===== src/rtl/hazard_scoreboard.sv =====
// Hazard unit with a multi-cycle scoreboard: forwarding, load-use, RAW/WAW and capacity stalls, flushes.
// Ports: D/E/M/W register indices in, ForwardAE/BE, StallF/D, FlushD/E, McFull, McErr out; StallCnt/FlushCnt with HAZARD_PERF_CNT_EN.
module hazard_scoreboard #(
  parameter int AW       = 5,
  parameter int MC_DEPTH = 2
) (
  input  logic          clk,
  input  logic          rst_n,
  input  logic [AW-1:0] Rs1D,
  input  logic [AW-1:0] Rs2D,
  input  logic [AW-1:0] RdD,
  input  logic [AW-1:0] Rs1E,
  input  logic [AW-1:0] Rs2E,
  input  logic [AW-1:0] RdE,
  input  logic [AW-1:0] RdM,
  input  logic [AW-1:0] RdW,
  input  logic          RegWriteM,
  input  logic          RegWriteW,
  input  logic [1:0]    ResultSrcE,
  input  logic          PCSrcE,
  input  logic          McIssueD,
  input  logic          McIssueE,
  input  logic          McDoneW,
  input  logic [AW-1:0] McRdW,
  output logic [1:0]    ForwardAE,
  output logic [1:0]    ForwardBE,
  output logic          StallF,
  output logic          StallD,
  output logic          FlushD,
  output logic          FlushE,
  output logic          McFull,
  output logic          McErr
`ifdef HAZARD_PERF_CNT_EN
  ,
  output logic [31:0]   StallCnt,
  output logic [31:0]   FlushCnt
`endif
);

  localparam int NR = 2 ** AW;
  localparam int CW = $clog2(MC_DEPTH + 1);
  localparam logic [CW-1:0] MAXC = CW'(MC_DEPTH);

  logic [NR-1:0] pending;
  logic [NR-1:0] pendNext;
  logic [CW-1:0] mcCount;
  logic [CW-1:0] cntNext;
  logic          errEv;
  logic          unusedSrc;

  assign unusedSrc = ResultSrcE[1];

  function automatic logic [1:0] fwd(
    input logic [AW-1:0] rs
  );
    logic mHit;
    logic wHit;
    logic [1:0] sel;
    mHit = RegWriteM && (RdM == rs) && (rs != '0);
    wHit = RegWriteW && (RdW == rs) && (rs != '0);
    sel  = 2'b00;
    unique case (1'b1)
      mHit:          sel = 2'b10;
      wHit && !mHit: sel = 2'b01;
      default:       sel = 2'b00;
    endcase
    return sel;
  endfunction

  assign ForwardAE = fwd(Rs1E);
  assign ForwardBE = fwd(Rs2E);

  logic lwStall;
  logic scbStall;
  logic fullStall;
  logic hz;
  logic p1;
  logic p2;
  logic pd;

  assign lwStall = ResultSrcE[0] && (RdE != '0)
                && ((Rs1D == RdE) || (Rs2D == RdE));

  // A result retiring this cycle is visible through the write-first regfile.
  assign p1 = pending[Rs1D] && !(McDoneW && (McRdW == Rs1D));
  assign p2 = pending[Rs2D] && !(McDoneW && (McRdW == Rs2D));
  assign pd = pending[RdD]  && !(McDoneW && (McRdW == RdD));

  assign scbStall  = p1 || p2 || pd;
  assign McFull    = (mcCount == MAXC);
  assign fullStall = McIssueD && McFull && !McDoneW;
  assign hz        = lwStall || scbStall || fullStall;

  assign StallF = hz && !PCSrcE;
  assign StallD = hz && !PCSrcE;
  assign FlushD = PCSrcE;
  assign FlushE = hz || PCSrcE;

  // Clear before set so a same-index issue/done leaves the bit set.
  always_comb begin
    pendNext = pending;
    if (McDoneW) pendNext[McRdW] = 1'b0;
    if (McIssueE && (RdE != '0)) pendNext[RdE] = 1'b1;
    pendNext[0] = 1'b0;
  end

  logic incOnly;
  logic decOnly;
  assign incOnly = McIssueE && !McDoneW;
  assign decOnly = McDoneW && !McIssueE;

  always_comb begin
    cntNext = mcCount;
    errEv   = McDoneW && (mcCount == '0);
    unique case (1'b1)
      incOnly: begin
        if (mcCount == MAXC) errEv = 1'b1;
        else cntNext = mcCount + 1'b1;
      end
      decOnly: begin
        if (mcCount != '0) cntNext = mcCount - 1'b1;
      end
      default: cntNext = mcCount;
    endcase
  end

  always_ff @(posedge clk or negedge rst_n) begin
    if (!rst_n) begin
      pending <= '0;
      mcCount <= '0;
      McErr   <= 1'b0;
    end else begin
      pending <= pendNext;
      mcCount <= cntNext;
      if (errEv) McErr <= 1'b1;
    end
  end

`ifdef HAZARD_PERF_CNT_EN
  always_ff @(posedge clk or negedge rst_n) begin
    if (!rst_n) begin
      StallCnt <= '0;
      FlushCnt <= '0;
    end else begin
      if (StallD && (StallCnt != 32'hFFFF_FFFF))
        StallCnt <= StallCnt + 32'd1;
      if (FlushE && (FlushCnt != 32'hFFFF_FFFF))
        FlushCnt <= FlushCnt + 32'd1;
    end
  end
`endif

endmodule


===== config.mk =====
export PLATFORM = sky130hd
export DESIGN_NAME = hazard_scoreboard
export DESIGN_NICKNAME = d
export VERILOG_FILES = /design/src/rtl/hazard_scoreboard.sv
export SDC_FILE = /design/constraint.sdc
export NUM_CORES = 1
export LEC_CHECK = 0
export ABC_AREA = 1
export CAP_MARGIN = 20
export CORE_MARGIN = 5
export CORE_UTILIZATION = 57
export CTS_CLUSTER_SIZE = 24
export DETAILED_ROUTE_END_ITERATION = 8
export PLACE_DENSITY = 0.88
export SYNTH_ARGS = -nofsm -noshare
export SYNTH_HDL_FRONTEND = slang
export SYNTH_SLANG_ARGS = --single-unit

===== constraint.sdc =====
create_clock -name clk -period 3.6 [get_ports clk]
set_input_delay 0.9 -clock clk [delete_from_list [all_inputs] [get_ports clk]]
set_output_delay 0.9 -clock clk [all_outputs]
set_load 0.005 [all_outputs]

# Word level (Yosys, flattened, before mapping)
# Cells that the tools add are included.
# word_totals
output_inout_bits	10
mem_count	0
input_bits	55
regBits	34
latch_bits	0
rom_bits	0
ram_bits	0
# op_classes
div_mod_pow	0
n_mux	19
shifts	0
n_mul	0
reduce_logical	48
addsub	2
bitwise	3
n_lt_le_gt_ge	7
n_eq_ne	12
# ops
op	count
$mux W32	2
$eq A5 B5 Y1	9
$and A32 B32 Y32	1
$not A32 Y32	1
$or A32 B32 Y32	1
$lt A5 B6 Y1 const B	5
$logic_and A1 B1 Y1	27
$bmux W1 S5	3
$reduce_bool A5 Y1	3
$pmux W2 S2	3
$demux W1 S5	2
$ge A5 B1 Y1 const B	2
$logic_not A1 Y1	8
$mux W1	7
$logic_or A1 B1 Y1	6
$mux W2	2
$reduce_bool A2 Y1	2
$reduce_and A3 Y1	1
$add A2 B1 Y2 const B	1
$eq A2 B2 Y1 const B	1
$logic_not A2 Y1	1
$ne A2 B1 Y1 const B	1
$ne A2 B2 Y1 const B	1
$sub A2 B1 Y2 const B	1

# Longest topological paths before layout
# Gate-level depths: netlist (run 1).
# logic_depth
depth_word	9
depth_mapped	13
mapped_depth_nobuf	11

# Worst setup path before layout (run 1)
# No wires, ideal clock.
# synth_path
path_kind	input port to output port
from	input Rs1D[0]
to	output StallF
arrival_ns	1.929
cell_stages	13
t_required_ns	2.700
slack_ns	0.771
cell_sequence	buf_6 > inv_8 > buf_6 > nand2_1 > nand3_1 > nand3_1 > nand3_1 > nand3_1 > nand3_1 > nand2_1 > nor2_2 > nor2_1 > buf_4
# synth_via
elab_chain_len	9
# synth_lines
item	line_no	rtl
start, declared	9	input logic [AW-1:0] Rs1D,
branches (longest 6 deep; another with $bmux W1 S5)	n/a	
$logic_or A1 B1 Y1 * (2 in a row)	92	assign hz = lwStall || scbStall || fullStall;
$logic_and A1 B1 Y1 *	n/a	
end, declared	27	output logic StallF,
# Mark *: on every way between the ends. The select of a mux whose other input is x is not followed.

# Worst setup path in the final report (run 1)
# layout_path
from	input Rs1D[3]
to	output FlushE
# layout_via
elab_chain_len	9
# layout_lines
item	line_no	rtl
branches (longest 6 deep; another with $bmux W1 S5)	n/a	
$logic_or A1 B1 Y1 * (2 in a row)	92	
$logic_or A1 B1 Y1 *	97	assign FlushE = hz || PCSrcE;
end, declared	30	output logic FlushE,
# Marked as above.

==> out/results.txt, run 1 <==
number of synthesized register bits: 34
first-pass GRT wire length: 18.5 mm
mux share of post-synthesis cell area: 0%
final setup margin: 36.0 ps
critical path class: in2out
Clock Skew: 0.490 ps
CTS tree: done
core area: 5510 µm²
crit-path max FO: 3
footprint of the multi-input gates: 1920 µm²
flip-flop and latch area: 851 µm²
Seq/Total Area, Yosys: 26.4%
clock sinks: 34
synthesized area: 3220 µm²
cell area after layout: 4280 µm²
post-synth top area share: 26.4%
I/O pin count: 65
critical path, cell by cell: clkdlybuf4s50_1 -> buf_4 -> o22ai_1 -> nor2_1 -> nand3_1 -> nand3_1 -> nand2_1 -> nor2_2 -> nand2_1 -> clkdlybuf4s50_1
worst-margin pin slew: 426 ps
top_reg_cell synth: dfrtp_1
ranking of synthesized cells by area: dfrtp_1 (26%), nand3_1 (16%), nand2_1 (14%), o21ai_0 (9.8%), inv_1 (8.2%)
DRC Markers: 0
Fillers: 426
slowest stage delay, CP: 560 ps
Worst IR Drop VDD: 507 µV
post-DR vias/cell: 6.07
DR pass1 iterations: 6
Hold Buf Count CTS: 0
switching power: 0.000603 W
Antenna Nets Post-Route: 0
H-tree Lvls: 2
Synth Area in Compound Gates: 16.7%
Port Buffers: 63
Final setup violation count: 0
post-synth cell types: 30
Global Route Usage Sum: 31.7%
status: finished clean
Final Max Slew Viols: 0
deepest clock path buffer count: 2
largest net degree at the start of global routing: 35
num rows: 27
Final Hold Fails: 0
Slew headroom: 71.6%
combinational group share of total power: 43.2%
minimum clock period: 3560 ps
clk_lat worst skew: 280 ps
unrepaired setup endpoints after global routing: true
most frequent cells in the layout: nand2_1 (118), nand3_1 (105), inv_1 (67), o21ai_0 (63), clkdlybuf4s50_1 (42)
Die ar.: 7250 µm²
Worst EP required: 2700 ps
clock slew seen by the registers of the worst setup and hold paths: 60 ps
Synth warnings: 0
syn nets: 573
Post-Synth XOR/XNOR Area: 5.72%
commonest non-fill, non-tap cell in the layout: nand2_1
number of synthesized flops with an enable pin: 0
# Max-Cap Violations: 0
antenna violations before repair: 0
via count: 4113
Iteration-0 DRC Markers: 548
cell-internal power: 0.000885 W
total CTS buffers: 5
share of flip-flops with an asynchronous set or reset: 100%
Placer Congestion: 1.04
Net Sw Frac: 40.5%
layout cells sized above 1: 10.1%
total congestion overflow: 0
Fmax achieved: 281 MHz
critical path capture point type: output port
Starting Density: 58.4%
Die Height: 85.1 µm
Static Leak: 2.11 nW
Nets: 660
CP arrival: 2660 ps
Clk network pwr share: 19.7%
Syn Inst Count: 518
CP max-delay cell: clkdlybuf4s50_1
adder-cell area share of the yosys netlist: 0%
pwr dens: 348 nW/µm²
worst slack, placed: -253 ps
vias in the first global route: 3738
main combinational cell family by area after synthesis: simple AND/OR/NAND/NOR gates
area growth from synthesis to layout: 32.9%
post-layout util: 77.6%
synthesized area per cell: 6.21 µm²
HP Class: reg2reg
die width: 85.1 µm
sequential share of power: 37.1%
simple-gate share of the synthesized area: 36.9%
type of origin of the critical path: primary input
HPWL Detailed: 8.71 mm
clock root buffer: clkbuf_8
post-route clock period utilization: 99.0%
Placement Cell Area: 4090 µm²
dominant cell type by area after synthesis: dfrtp_1
number of inserted diodes: 0
Routed WL: 11.8 mm
average wire per standard cell: 17.4 µm
## flip-flops by register name, indices dropped and copies added (netlist names)
signal	cells
pending	31
mcCount	2
McErr	1
## worst paths after layout
path                                 start           to  slack, ps  cells after the start
worst max-delay path               Rs1D[3]       FlushE         40                     10
worst min-delay path                 McErr        McErr        510                      1
worst max register to register  mcCount[1]   mcCount[0]       2490                      4
worst min register to register       McErr        McErr        510                      1
max in group asynchronous            rst_n  pending[11]       2270                      2
min in group asynchronous            rst_n  pending[28]       1010                      2
## power by group through the flow
stage          sequential, W  combinational [W]  clock [W]
3_3_place_gp        0.000546           0.000588          0
5_1_grt             0.000561           0.000701   0.000316
4_1_cts             0.000548           0.000618   0.000294
2_1_floorplan       0.000526           0.000376          0
3_5_place_dp        0.000553           0.000607          0
6_report            0.000552           0.000643   0.000293
## layout make-up
| class | instances | share of cell area (%) |
|---|---|---|
| Multi-Input combinational cell | 387 | 45.0 |
| Sequential cell | 34 | 19.9 |
| Clock buffer | 6 | 1.93 |
| Tap cell | 72 | 2.11 |
| Timing Repair Buffer | 103 | 24.0 |
| Inverter | 74 | 6.85 |
| Clock inverter | 2 | 0.293 |
## cells by family (layout without fill, tap and decap cells)
logic type             after synthesis  count (layout)
AO/OA/AOI/OAI                       95              95
XOR/XNOR                            21              21
flip-flops                          34              34
buffers and inverters               97             185
AND/OR/NAND/NOR                    271             271
## metal layers
metal	share of wire, %	global-route usage, %
met5	0	0
met4	3.4	10.6
met3	11	5.05
met2	45	51.3
met1	40	42.9
## through the flow
step	power, W	setup TNS, ps	hold WS, ps	instances
after CTS	0.00146	0	506	677
after detailed placement	0.00116	-658	474	668
after global placement	0.00113	-566	466	668
final	0.00149	0	507	678
after floorplan	0.000902	0	471	518
after global routing	0.00158	-29.5	547	678
## cells in the mapped netlist (6+ instances only)
cell type  instances
xnor2_1            6
nand2_1          119
xor2_1            15
dfrtp_1           34
buf_2             11
nor2_1            28
inv_1             70
nand3_1          105
nor3_1            11
o21ai_0           63
o22ai_1           14
buf_6              6
o31ai_1            8
## timing repair
action	CTS	global route
setup endpoints to repair	3	4
pin swaps	1	0
cloned	1	0
resized for setup	17	17
buffers inserted	0	1
## critical path: cells and delay by family
kind            cells  cell delay (ps)
buf+inv             3             1150
simple gates        6              550
compound gates      1               60
Power figures use the tool's default switching activity.
==> inputs of run 2 (changes only) <==
CORE_UTILIZATION = 53   (was 57)
CTS_CLUSTER_DIAMETER = 50   (was default)
PLACE_DENSITY = 0.83   (was 0.88)
clock period = 4 ns   (was 3.6 ns; I/O delays follow)
==> run 2 against run 1 <==
Net effect: power decreased by 2.9%; core utilization decreased by 6.7 points; setup slack improved by 79 ps; combinational power decreased by 13%.
==> out/results.txt, run 2 (synthesis results as in run 1) <==
status: finished clean
critical path, cell by cell: clkdlybuf4s50_1 -> o22ai_1 -> nor2_1 -> nand3_1 -> nand3_1 -> nand2_1 -> nor2_2 -> nand2_1 -> clkdlybuf4s50_1
hold depth: 1
critical path class: in2out
pwr dens: 344 nW/µm²
Layout Cells excl Fill: 670
total CTS buffers: 5
CP startpoint: McRdW[0]
post-DR vias/cell: 5.98
CP arrival: 2880 ps
HP Start: McErr
DRC Markers: 0
die width: 87.9 µm
Biggest register: pending
Fmax achieved: 257 MHz
Routed WL: 11.4 mm
worst reg2reg setup slack: 2950 ps
Top Registers: pending x31, mcCount x2, McErr x1
clock sinks: 34
Worst EP required: 3000 ps
H-tree Lvls: 2
unrepaired setup endpoints after global routing: false
Static Leak: 2.03 nW
Tot Pwr: 0.00144 W
Final Hold Fails: 0
Nets: 649
critical path capture point type: output port
first-pass GRT wire length: 17.7 mm
Die ar.: 7730 µm²
clock root buffer: clkbuf_8
Worst IR Drop VDD: 464 µV
dpl cells: 656
hold endpoint: McErr
most frequent cells in the layout: nand2_1 (119), nand3_1 (105), inv_1 (66), o21ai_0 (63), clkdlybuf4s50_1 (53)
Starting Density: 54.3%
DR pass1 iterations: 5
core area: 5920 µm²
type of origin of the critical path: primary input
# Max-Cap Violations: 0
Global Route Usage Sum: 29.0%
post-layout util: 70.9%
HPWL Detailed: 8.76 mm
Hold Buf Count CTS: 0
r2r startpoint: mcCount[0]
hold_ws: 488 ps
commonest non-fill, non-tap cell in the layout: nand2_1
total congestion overflow: 0
num rows: 28
Clock Skew: 3.27 ps
clock slew seen by the registers of the worst setup and hold paths: 70 ps
post-route clock period utilization: 97.1%
via count: 4007
max reg flops: 31
CTS tree: done
number of inserted diodes: 0
worst r2r path cells: 3
Port Buffers: 63
largest net degree at the start of global routing: 35
crit-path max FO: 8
Antenna Nets Post-Route: 0
area growth from synthesis to layout: 30.5%
clk_lat worst skew: 290 ps
Placer Congestion: 0.916
Final setup violation count: 0
deepest clock path buffer count: 2
slowest stage delay, CP: 670 ps
Die Height: 87.9 µm
I/O pin count: 65
reg2reg end: mcCount[1]
layout cells sized above 1: 8.07%
minimum clock period: 3880 ps
worst-margin pin slew: 421 ps
Setup TNS Final: 0 ps
vias in the first global route: 3585
Slew headroom: 71.9%
average wire per standard cell: 17.0 µm
Final Max Slew Viols: 0
CP max-delay cell: clkdlybuf4s50_1
Iteration-0 DRC Markers: 421
HP Class: reg2reg
antenna violations before repair: 0
## run 2: cell types whose count changed in the layout (fill, tap and decap cells not counted), sizes merged, moves of 2 or more
cell and delta:
buf -11, bufinv +2, dlymetal6s2s -3, clkdlybuf4s50 +11
dlygate4sd2 -7
## run 2: routing by layer
layer	share of wire, %	wire [µm]	vias to the layer above	track usage [%]
li1	-	-	1875	-
met1	41	4650	1867	40.5
met2	46	5290	242	48.2
met3	11	1270	23	3.86
met4	1.5	167	0	6.28
met5	0	0	-	0
## run 2: what timing repair did
| item | in CTS | in global routing |
|---|---|---|
| endpoints found under the setup margin | 3 | 1 |
| resized for setup | 3 | 14 |
| cloned | 0 | 2 |
| setup buffers | 2 | 2 |
| pin swaps | 0 | 1 |
## run 2: worst max path at each step
stage                     cells past startpoint  endpoint  slack (ps)
after floorplan                              13    StallF         970
after global placement                       11    StallF         -30
after detailed placement                     13    StallD         -30
after CTS                                    14    FlushE          10
after global routing                          9    FlushE          20
final                                         9    FlushE         120
## run 2: critical path, delay by kind of cell
| family | cells | cell delay [ps] |
|---|---|---|
| buffers and inverters | 2 | 1130 |
| and+or+nand+nor | 6 | 620 |
| AOI/OAI and AO/OA | 1 | 140 |
## run 2: per-stage QoR
step / setup slack (ps) / area [µm²]
floorplan: 971 / 3220
global placement: -25.5 / 3970
detailed placement: -29.8 / 3970
CTS: 9.99 / 4130
global route: 16.3 / 4200
finish: 115 / 4200
## run 2: cell type report
cell class | count | area [µm²]
clock inverter | 2 | 60.1
sequential | 34 | 851
timing repair buffer | 92 | 917
fill | 553 | 1720
multi-input combinational | 387 | 1910
inverter | 74 | 288
tap | 75 | 93.8
clock buffer | 6 | 82.6
## run 2: power breakdown
group | internal (W) | leakage, nW | switching (W)
Combinational | 0.000222 | 1.55 | 0.000340
Clock | 0.000266 | 0.0714 | 0.000122
Sequential | 0.000428 | 0.413 | 0.0000665
Total | 0.000916 | 2.03 | 0.000529
==> inputs of run 3 (changes only) <==
TNS_END_PERCENT = 20   (was default)
==> results of run 3 <==
No change in the layout: final DEF, timing and power equal those of run 2.
